$ cat src/rtl/mem_port_arbiter_if.sv
// mem_port_arbiter_if
//   Bundles every handshake and memory-side signal of mem_port_arbiter.
//   Requesters (data stage, loader, fetch):
//     *_req / *_we / *_addr / *_wdata  request and payload (fetch is read-only)
//     *_gnt                            access accepted this cycle
//     *_rvalid / *_rdata               read result, one cycle after the grant
//   Memory port:
//     mem_en / mem_we / mem_addr / mem_wdata  command from the arbiter
//     mem_rdata                               read data, one cycle after a read
//   Modports: master = requesters plus memory (the environment),
//             slave  = the arbiter itself.
interface mem_port_arbiter_if #(
    parameter int AW = 8,
    parameter int DW = 8
);
    logic          d_req;
    logic          d_we;
    logic [AW-1:0] d_addr;
    logic [DW-1:0] d_wdata;
    logic          d_gnt;
    logic          d_rvalid;
    logic [DW-1:0] d_rdata;

    logic          l_req;
    logic          l_we;
    logic [AW-1:0] l_addr;
    logic [DW-1:0] l_wdata;
    logic          l_gnt;
    logic          l_rvalid;
    logic [DW-1:0] l_rdata;

    logic          f_req;
    logic [AW-1:0] f_addr;
    logic          f_gnt;
    logic          f_rvalid;
    logic [DW-1:0] f_rdata;

    logic          mem_en;
    logic          mem_we;
    logic [AW-1:0] mem_addr;
    logic [DW-1:0] mem_wdata;
    logic [DW-1:0] mem_rdata;

    modport master (
        output d_req, d_we, d_addr, d_wdata,
        input  d_gnt, d_rvalid, d_rdata,
        output l_req, l_we, l_addr, l_wdata,
        input  l_gnt, l_rvalid, l_rdata,
        output f_req, f_addr,
        input  f_gnt, f_rvalid, f_rdata,
        input  mem_en, mem_we, mem_addr, mem_wdata,
        output mem_rdata
    );

    modport slave (
        input  d_req, d_we, d_addr, d_wdata,
        output d_gnt, d_rvalid, d_rdata,
        input  l_req, l_we, l_addr, l_wdata,
        output l_gnt, l_rvalid, l_rdata,
        input  f_req, f_addr,
        output f_gnt, f_rvalid, f_rdata,
        output mem_en, mem_we, mem_addr, mem_wdata,
        input  mem_rdata
    );
endinterface

$ cat src/rtl/mem_port_arbiter.sv
// mem_port_arbiter
//   Shares the single-port unified memory between the data stage, the debug/
//   program loader and instruction fetch. At most one access is granted per
//   cycle (combinational grant), read data returns one cycle later on the
//   owning port, and a starvation counter forces a fetch grant after
//   STARVE_MAX consecutive denied fetch-request cycles.
//   Ports:
//     clk   system clock, rising edge
//     rstn  asynchronous active-low reset
//     bus   mem_port_arbiter_if.slave: requester handshakes and memory port
module mem_port_arbiter #(
    parameter int AW         = 8,
    parameter int DW         = 8,
    parameter int STARVE_MAX = 4
) (
    input  logic                clk,
    input  logic                rstn,
    mem_port_arbiter_if.slave   bus
);
    typedef enum logic [1:0] {
        OWN_NONE = 2'd0,
        OWN_D    = 2'd1,
        OWN_L    = 2'd2,
        OWN_F    = 2'd3
    } owner_t;

    localparam logic [3:0] SC_MAX = 4'(STARVE_MAX);

    logic [3:0]    sc;
    owner_t        owner;
    owner_t        owner_nxt;
    logic          force_f;
    logic          gd, gl, gf;
    logic [DW-1:0] d_hold, l_hold, f_hold;
    logic          d_rv, l_rv, f_rv;

    assign force_f = bus.f_req && (sc == SC_MAX);

    always_comb begin
        gd = 1'b0;
        gl = 1'b0;
        gf = 1'b0;
        if (force_f)        gf = 1'b1;
        else if (bus.d_req) gd = 1'b1;
        else if (bus.l_req) gl = 1'b1;
        else if (bus.f_req) gf = 1'b1;
    end

    always_comb begin
        owner_nxt = OWN_NONE;
        if (gd && !bus.d_we)      owner_nxt = OWN_D;
        else if (gl && !bus.l_we) owner_nxt = OWN_L;
        else if (gf)              owner_nxt = OWN_F;
    end

    assign bus.d_gnt     = gd;
    assign bus.l_gnt     = gl;
    assign bus.f_gnt     = gf;
    assign bus.mem_en    = gd | gl | gf;
    assign bus.mem_we    = (gd & bus.d_we) | (gl & bus.l_we);
    assign bus.mem_addr  = gd ? bus.d_addr  : gl ? bus.l_addr  : gf ? bus.f_addr : '0;
    assign bus.mem_wdata = gd ? bus.d_wdata : gl ? bus.l_wdata : '0;

    always_ff @(posedge clk or negedge rstn) begin
        if (!rstn) begin
            sc     <= '0;
            owner  <= OWN_NONE;
            d_hold <= '0;
            l_hold <= '0;
            f_hold <= '0;
        end else begin
            if (!bus.f_req || gf)  sc <= '0;
            else if (sc != SC_MAX) sc <= sc + 4'd1;
            owner <= owner_nxt;
            if (d_rv) d_hold <= bus.mem_rdata;
            if (l_rv) l_hold <= bus.mem_rdata;
            if (f_rv) f_hold <= bus.mem_rdata;
        end
    end

    // rvalid is a decode of the registered owner; during the return cycle
    // rdata passes the memory output straight through so the latency stays at
    // one cycle, and the hold register keeps it afterwards.
    assign d_rv = (owner == OWN_D);
    assign l_rv = (owner == OWN_L);
    assign f_rv = (owner == OWN_F);

    assign bus.d_rvalid = d_rv;
    assign bus.l_rvalid = l_rv;
    assign bus.f_rvalid = f_rv;
    assign bus.d_rdata  = d_rv ? bus.mem_rdata : d_hold;
    assign bus.l_rdata  = l_rv ? bus.mem_rdata : l_hold;
    assign bus.f_rdata  = f_rv ? bus.mem_rdata : f_hold;
endmodule
$ cat src/flat_wrapper.sv
// flat-port wrapper written by rule: the top's interface ports become plain ports
module mem_port_arbiter_flat 
#(
    parameter int AW         = 8,
    parameter int DW         = 8,
    parameter int STARVE_MAX = 4
)
  (clk, rstn, bus_d_req, bus_d_we, bus_d_addr, bus_d_wdata, bus_d_gnt, bus_d_rvalid, bus_d_rdata, bus_l_req, bus_l_we, bus_l_addr, bus_l_wdata, bus_l_gnt, bus_l_rvalid, bus_l_rdata, bus_f_req, bus_f_addr, bus_f_gnt, bus_f_rvalid, bus_f_rdata, bus_mem_en, bus_mem_we, bus_mem_addr, bus_mem_wdata, bus_mem_rdata);
  mem_port_arbiter_if #(.AW(AW), .DW(DW)) bus_i ();
  input  logic clk;
  input  logic rstn;
  input wire logic [$bits(bus_i.d_req)-1:0] bus_d_req;
  input wire logic [$bits(bus_i.d_we)-1:0] bus_d_we;
  input wire logic [$bits(bus_i.d_addr)-1:0] bus_d_addr;
  input wire logic [$bits(bus_i.d_wdata)-1:0] bus_d_wdata;
  output wire logic [$bits(bus_i.d_gnt)-1:0] bus_d_gnt;
  output wire logic [$bits(bus_i.d_rvalid)-1:0] bus_d_rvalid;
  output wire logic [$bits(bus_i.d_rdata)-1:0] bus_d_rdata;
  input wire logic [$bits(bus_i.l_req)-1:0] bus_l_req;
  input wire logic [$bits(bus_i.l_we)-1:0] bus_l_we;
  input wire logic [$bits(bus_i.l_addr)-1:0] bus_l_addr;
  input wire logic [$bits(bus_i.l_wdata)-1:0] bus_l_wdata;
  output wire logic [$bits(bus_i.l_gnt)-1:0] bus_l_gnt;
  output wire logic [$bits(bus_i.l_rvalid)-1:0] bus_l_rvalid;
  output wire logic [$bits(bus_i.l_rdata)-1:0] bus_l_rdata;
  input wire logic [$bits(bus_i.f_req)-1:0] bus_f_req;
  input wire logic [$bits(bus_i.f_addr)-1:0] bus_f_addr;
  output wire logic [$bits(bus_i.f_gnt)-1:0] bus_f_gnt;
  output wire logic [$bits(bus_i.f_rvalid)-1:0] bus_f_rvalid;
  output wire logic [$bits(bus_i.f_rdata)-1:0] bus_f_rdata;
  output wire logic [$bits(bus_i.mem_en)-1:0] bus_mem_en;
  output wire logic [$bits(bus_i.mem_we)-1:0] bus_mem_we;
  output wire logic [$bits(bus_i.mem_addr)-1:0] bus_mem_addr;
  output wire logic [$bits(bus_i.mem_wdata)-1:0] bus_mem_wdata;
  input wire logic [$bits(bus_i.mem_rdata)-1:0] bus_mem_rdata;
  assign bus_i.d_req = bus_d_req;
  assign bus_i.d_we = bus_d_we;
  assign bus_i.d_addr = bus_d_addr;
  assign bus_i.d_wdata = bus_d_wdata;
  assign bus_d_gnt = bus_i.d_gnt;
  assign bus_d_rvalid = bus_i.d_rvalid;
  assign bus_d_rdata = bus_i.d_rdata;
  assign bus_i.l_req = bus_l_req;
  assign bus_i.l_we = bus_l_we;
  assign bus_i.l_addr = bus_l_addr;
  assign bus_i.l_wdata = bus_l_wdata;
  assign bus_l_gnt = bus_i.l_gnt;
  assign bus_l_rvalid = bus_i.l_rvalid;
  assign bus_l_rdata = bus_i.l_rdata;
  assign bus_i.f_req = bus_f_req;
  assign bus_i.f_addr = bus_f_addr;
  assign bus_f_gnt = bus_i.f_gnt;
  assign bus_f_rvalid = bus_i.f_rvalid;
  assign bus_f_rdata = bus_i.f_rdata;
  assign bus_mem_en = bus_i.mem_en;
  assign bus_mem_we = bus_i.mem_we;
  assign bus_mem_addr = bus_i.mem_addr;
  assign bus_mem_wdata = bus_i.mem_wdata;
  assign bus_i.mem_rdata = bus_mem_rdata;
  mem_port_arbiter #(.AW(AW), .DW(DW), .STARVE_MAX(STARVE_MAX)) u_core (.clk(clk), .rstn(rstn), .bus(bus_i));
endmodule
$ cat config.mk
export PLATFORM = sky130hd
export DESIGN_NAME = mem_port_arbiter_flat
export DESIGN_NICKNAME = d
export VERILOG_FILES = /design/src/rtl/mem_port_arbiter_if.sv /design/src/rtl/mem_port_arbiter.sv /design/src/flat_wrapper.sv
export SDC_FILE = /design/constraint.sdc
export NUM_CORES = 1
export LEC_CHECK = 0
export BUFFER_PORTS_ARGS = -buffer_cell sky130_fd_sc_hd__buf_4
export CORE_MARGIN = 3
export CORE_UTILIZATION = 42
export DETAILED_ROUTE_END_ITERATION = 8
export MAX_ROUTING_LAYER = met4
export PLACE_DENSITY_LB_ADDON = 0.2
export SLEW_MARGIN = 20
export SYNTH_ARGS = -nofsm -noshare
export SYNTH_HDL_FRONTEND = slang
export SYNTH_SLANG_ARGS = --single-unit
$ cat constraint.sdc
create_clock -name clk -period 1.8 [get_ports clk]
set_clock_uncertainty 0.15 [all_clocks]
set_input_delay 0.09 -clock clk [delete_from_list [all_inputs] [get_ports clk]]
set_output_delay 0.09 -clock clk [all_outputs]
set_load 0.03 [all_outputs]
==> impl_metrics.yaml <==
floorplan:
  dieArea_um2: 4690
  die_h_um: 68.5
  core_um2: 3720
  initial_utilization_pct: 44.2
  die_w_um: 68.5
  rows: 22
  ios: 103
global_route:
  gr-usage-all-layers_pct: 21.3
  grt_pass1_wl_um: 7220
  antenna_found_initial: 0
  grt_pass1_vias: 1525
  grt_max_degree: 31
  overflow: 0
cells_and_area:
  antenna_cells: 0
  num-nets-final: 317
  final_cell_area_um2: 3030
  fill_cells: 211
  fin_cells: 308
  syn2layout_area_growth_pct: 84.4
  fin_util_pct: 81.4
  drive_gt1_share_pct: 70.8
power_and_ir_drop:
  pwr-share-comb_pct: 45.1
  p_int_mw: 1.84
  p_leak_nw: 1.52
  fin_total_pwr_mw: 2.77
  switching_share_pct: 33.7
  ir_worst_vdd_mv: 0.652
  p_sw_uw: 934
  clockPowerShare_pct: 24.2
  power_density_nw_per_um2: 915
  power.share.sequential_pct: 30.8
synthesis:
  synth_common_cells: "dfrtp_1 (30), mux2_2 (19), nand2_1 (10)"
  ys.flop_type: "dfrtp_1"
  synth-async-reset-ratio_pct: 100
  synth_edf_count: 0
  yosysMostFrequentCell: "dfrtp_1"
  synth_area_um2: 1640
  yosysSeqAreaShare_pct: 45.7
  syn_inst: 130
  synth.area.top_cells: "dfrtp_1 (46%), mux2_2 (13%), a2bb2oi_2 (7.3%)"
  syn-num-nets: 187
  ys_seq_elements: 30
  ys_warn_count: 0
  syn_area_per_cell_um2: 12.6
  synth_top_area_cell: "dfrtp_1"
  synth_cell_types: 29
  synth_top_cell_area_share_pct: 45.7
route:
  totalWireLength_um: 5090
  drt_iter0_drc: 51
  viasPerCell: 5.01
  drtAntennaViolNets: 0
  drc: 0
  firstDrtPassIters: 4
  vias: 1543
  wl_per_cell_um: 16.5
setup_path:
  crit_chain: "inv_2 -> ha_4 -> and4b_4 -> buf_6 -> o21ai_1 -> a2bb2oi_2 -> buf_6"
  reg2reg_slack_ps: 300
  cp_max_fo: 8
  required_ps: 1560
  cp_slowest_cell: "dfrtp_1"
  reg2regPathDepth: 5
  startpoint_type: "flop"
  crit_arrival_ps: 1750
  crit_path_frequent_cell: "buf_6"
  worstSetupPathType: "flop to output port"
  cpPeakStageDelay_ps: 390
  crit_path_end_kind: "output port"
  r2r-start: "u_core.sc[0]"
  timing.rr.end: "u_core.sc[2]"
worst_hold_path:
  min_to: "u_core.sc[3]"
  min_from: "bus_f_req"
  min_path_type: "input pin to flop"
  hold_depth: 2
place:
  numPortBuffers: 102
  dp_hpwl_um: 3340
  placed_area_um2: 2490
  gp_congestion: 0.778
  post-place-cells: 280
sta:
  hold_viol: 0
  drv_slew: 0
  setup_viol: 17
  worst_slew_pin_slew_ps: 476
  fin_crit_ps: 1990
  max_freq_ghz: 0.503
  fin_ws_ps: -190
  fin_setup_tns_ps: -2790
  maxSlewHeadroom_pct: 68.2
  fin_crit_sh_pct: 111
  rsz0062_at_grt: "true"
outcome:
  violations: "setup timing"
  status: "finished with violations"
cts:
  root_buffer: "clkbuf_8"
  h-tree-depth: 2
  numCtsBuffers: 5
  cts.clk_slew.worst_paths_ps: 60
  cts_max_path_buffers: 2
  cts_tree: "built"
  clock_sinks: 30
  clock_latency_ps: 270
flow_run:
  cap_violations: 0
-- flip-flops by register name, summed over array words and instances (netlist names) --
register / cells
u_core.d_hold: 8
u_core.owner: 2
u_core.f_hold: 8
u_core.l_hold: 8
u_core.sc: 4
-- how the worst max path moves through the flow --
stage | start | endpoint
floorplan | u_core.sc[0] | bus_mem_wdata[0]
global placement | u_core.sc[0] | bus_mem_wdata[4]
detailed placement | u_core.sc[0] | bus_mem_wdata[4]
CTS | u_core.sc[1] | bus_mem_wdata[4]
global route | u_core.sc[0] | bus_mem_wdata[5]
finish | u_core.sc[0] | bus_mem_addr[6]
-- worst max-delay path: cells and delay by family, from the launching register on --
family	cells	cell delay, ps
buffers and inverters	3	380
adders and majority gates	1	150
and+or+nand+nor	1	270
AOI/OAI and AO/OA	2	280
DFF	1	390
-- layout make-up --
type,count,area (um^2),share of cell area (%)
Tap cell,48,60.1,1.98
Timing Repair Buffer,128,1110,36.5
Sequential cell,30,752,24.8
Multi-Input combinational cell,88,965,31.9
Clock inverter,1,30.0,0.992
Inverter,7,31.3,1.03
Clock buffer,6,82.6,2.73
-- logic make-up (layout without fill, tap and decap cells) --
logic type                 Yosys count  count (layout)  share of synthesized area (%)
AOI/OAI and AO/OA                   36              36                           19.6
DFF                                 30              30                           45.7
muxes                               24              24                           16.5
and+or+nand+nor                     24              24                           11.4
buffers and inverters               12             142                           4.19
adders and majority gates            2               2                           1.52
xor gates and xnor gates             2               2                           1.07
-- per-stage QoR --
stage	setup slack (ps)	hold slack, ps
after detailed placement	-63.1	-119
final	-190	28.2
after global routing	-238	28.2
after global placement	-26.7	-120
after CTS	-147	1.90
after floorplan	-115	-356
-- cell usage in the layout, fill, tap and decap left out, drive strengths merged, types with 2 or more instances in the layout --
master,instances
clkbuf,6
dlygate4sd3,11
o21ai,9
mux2,24
inv,7
buf,117
a2bb2oi,8
nand2,11
ha,2
a21o,8
a22o,9
dfrtp,30
and3,4
-- routing by layer --
layer | vias to the layer above | part of all wire, % | global-route usage [%]
li1 | 738 | - | -
met1 | 752 | 41 | 25.6
met2 | 47 | 53 | 35.9
met3 | 6 | 4.7 | 5.19
met4 | 0 | 1.5 | 5.21
met5 | - | 0 | -
-- repair_timing --
action,CTS,global route
hold buffers,11,0
hold endpoints to repair,56,0
pin swaps,12,6
setup endpoints to repair,40,30
gates resized for setup,31,24
setup buffers,8,2
-- power by group through the flow --
stage                     clock, mW  sequential [mW]  combinational [mW]
final                         0.669            0.853                1.25
after global routing          0.723            0.866                1.32
after CTS                     0.688            0.848                1.19
after global placement            0            0.852                1.09
after floorplan                   0            0.849               0.669
after detailed placement          0            0.859                1.10
(Power assumes the default switching activity.)
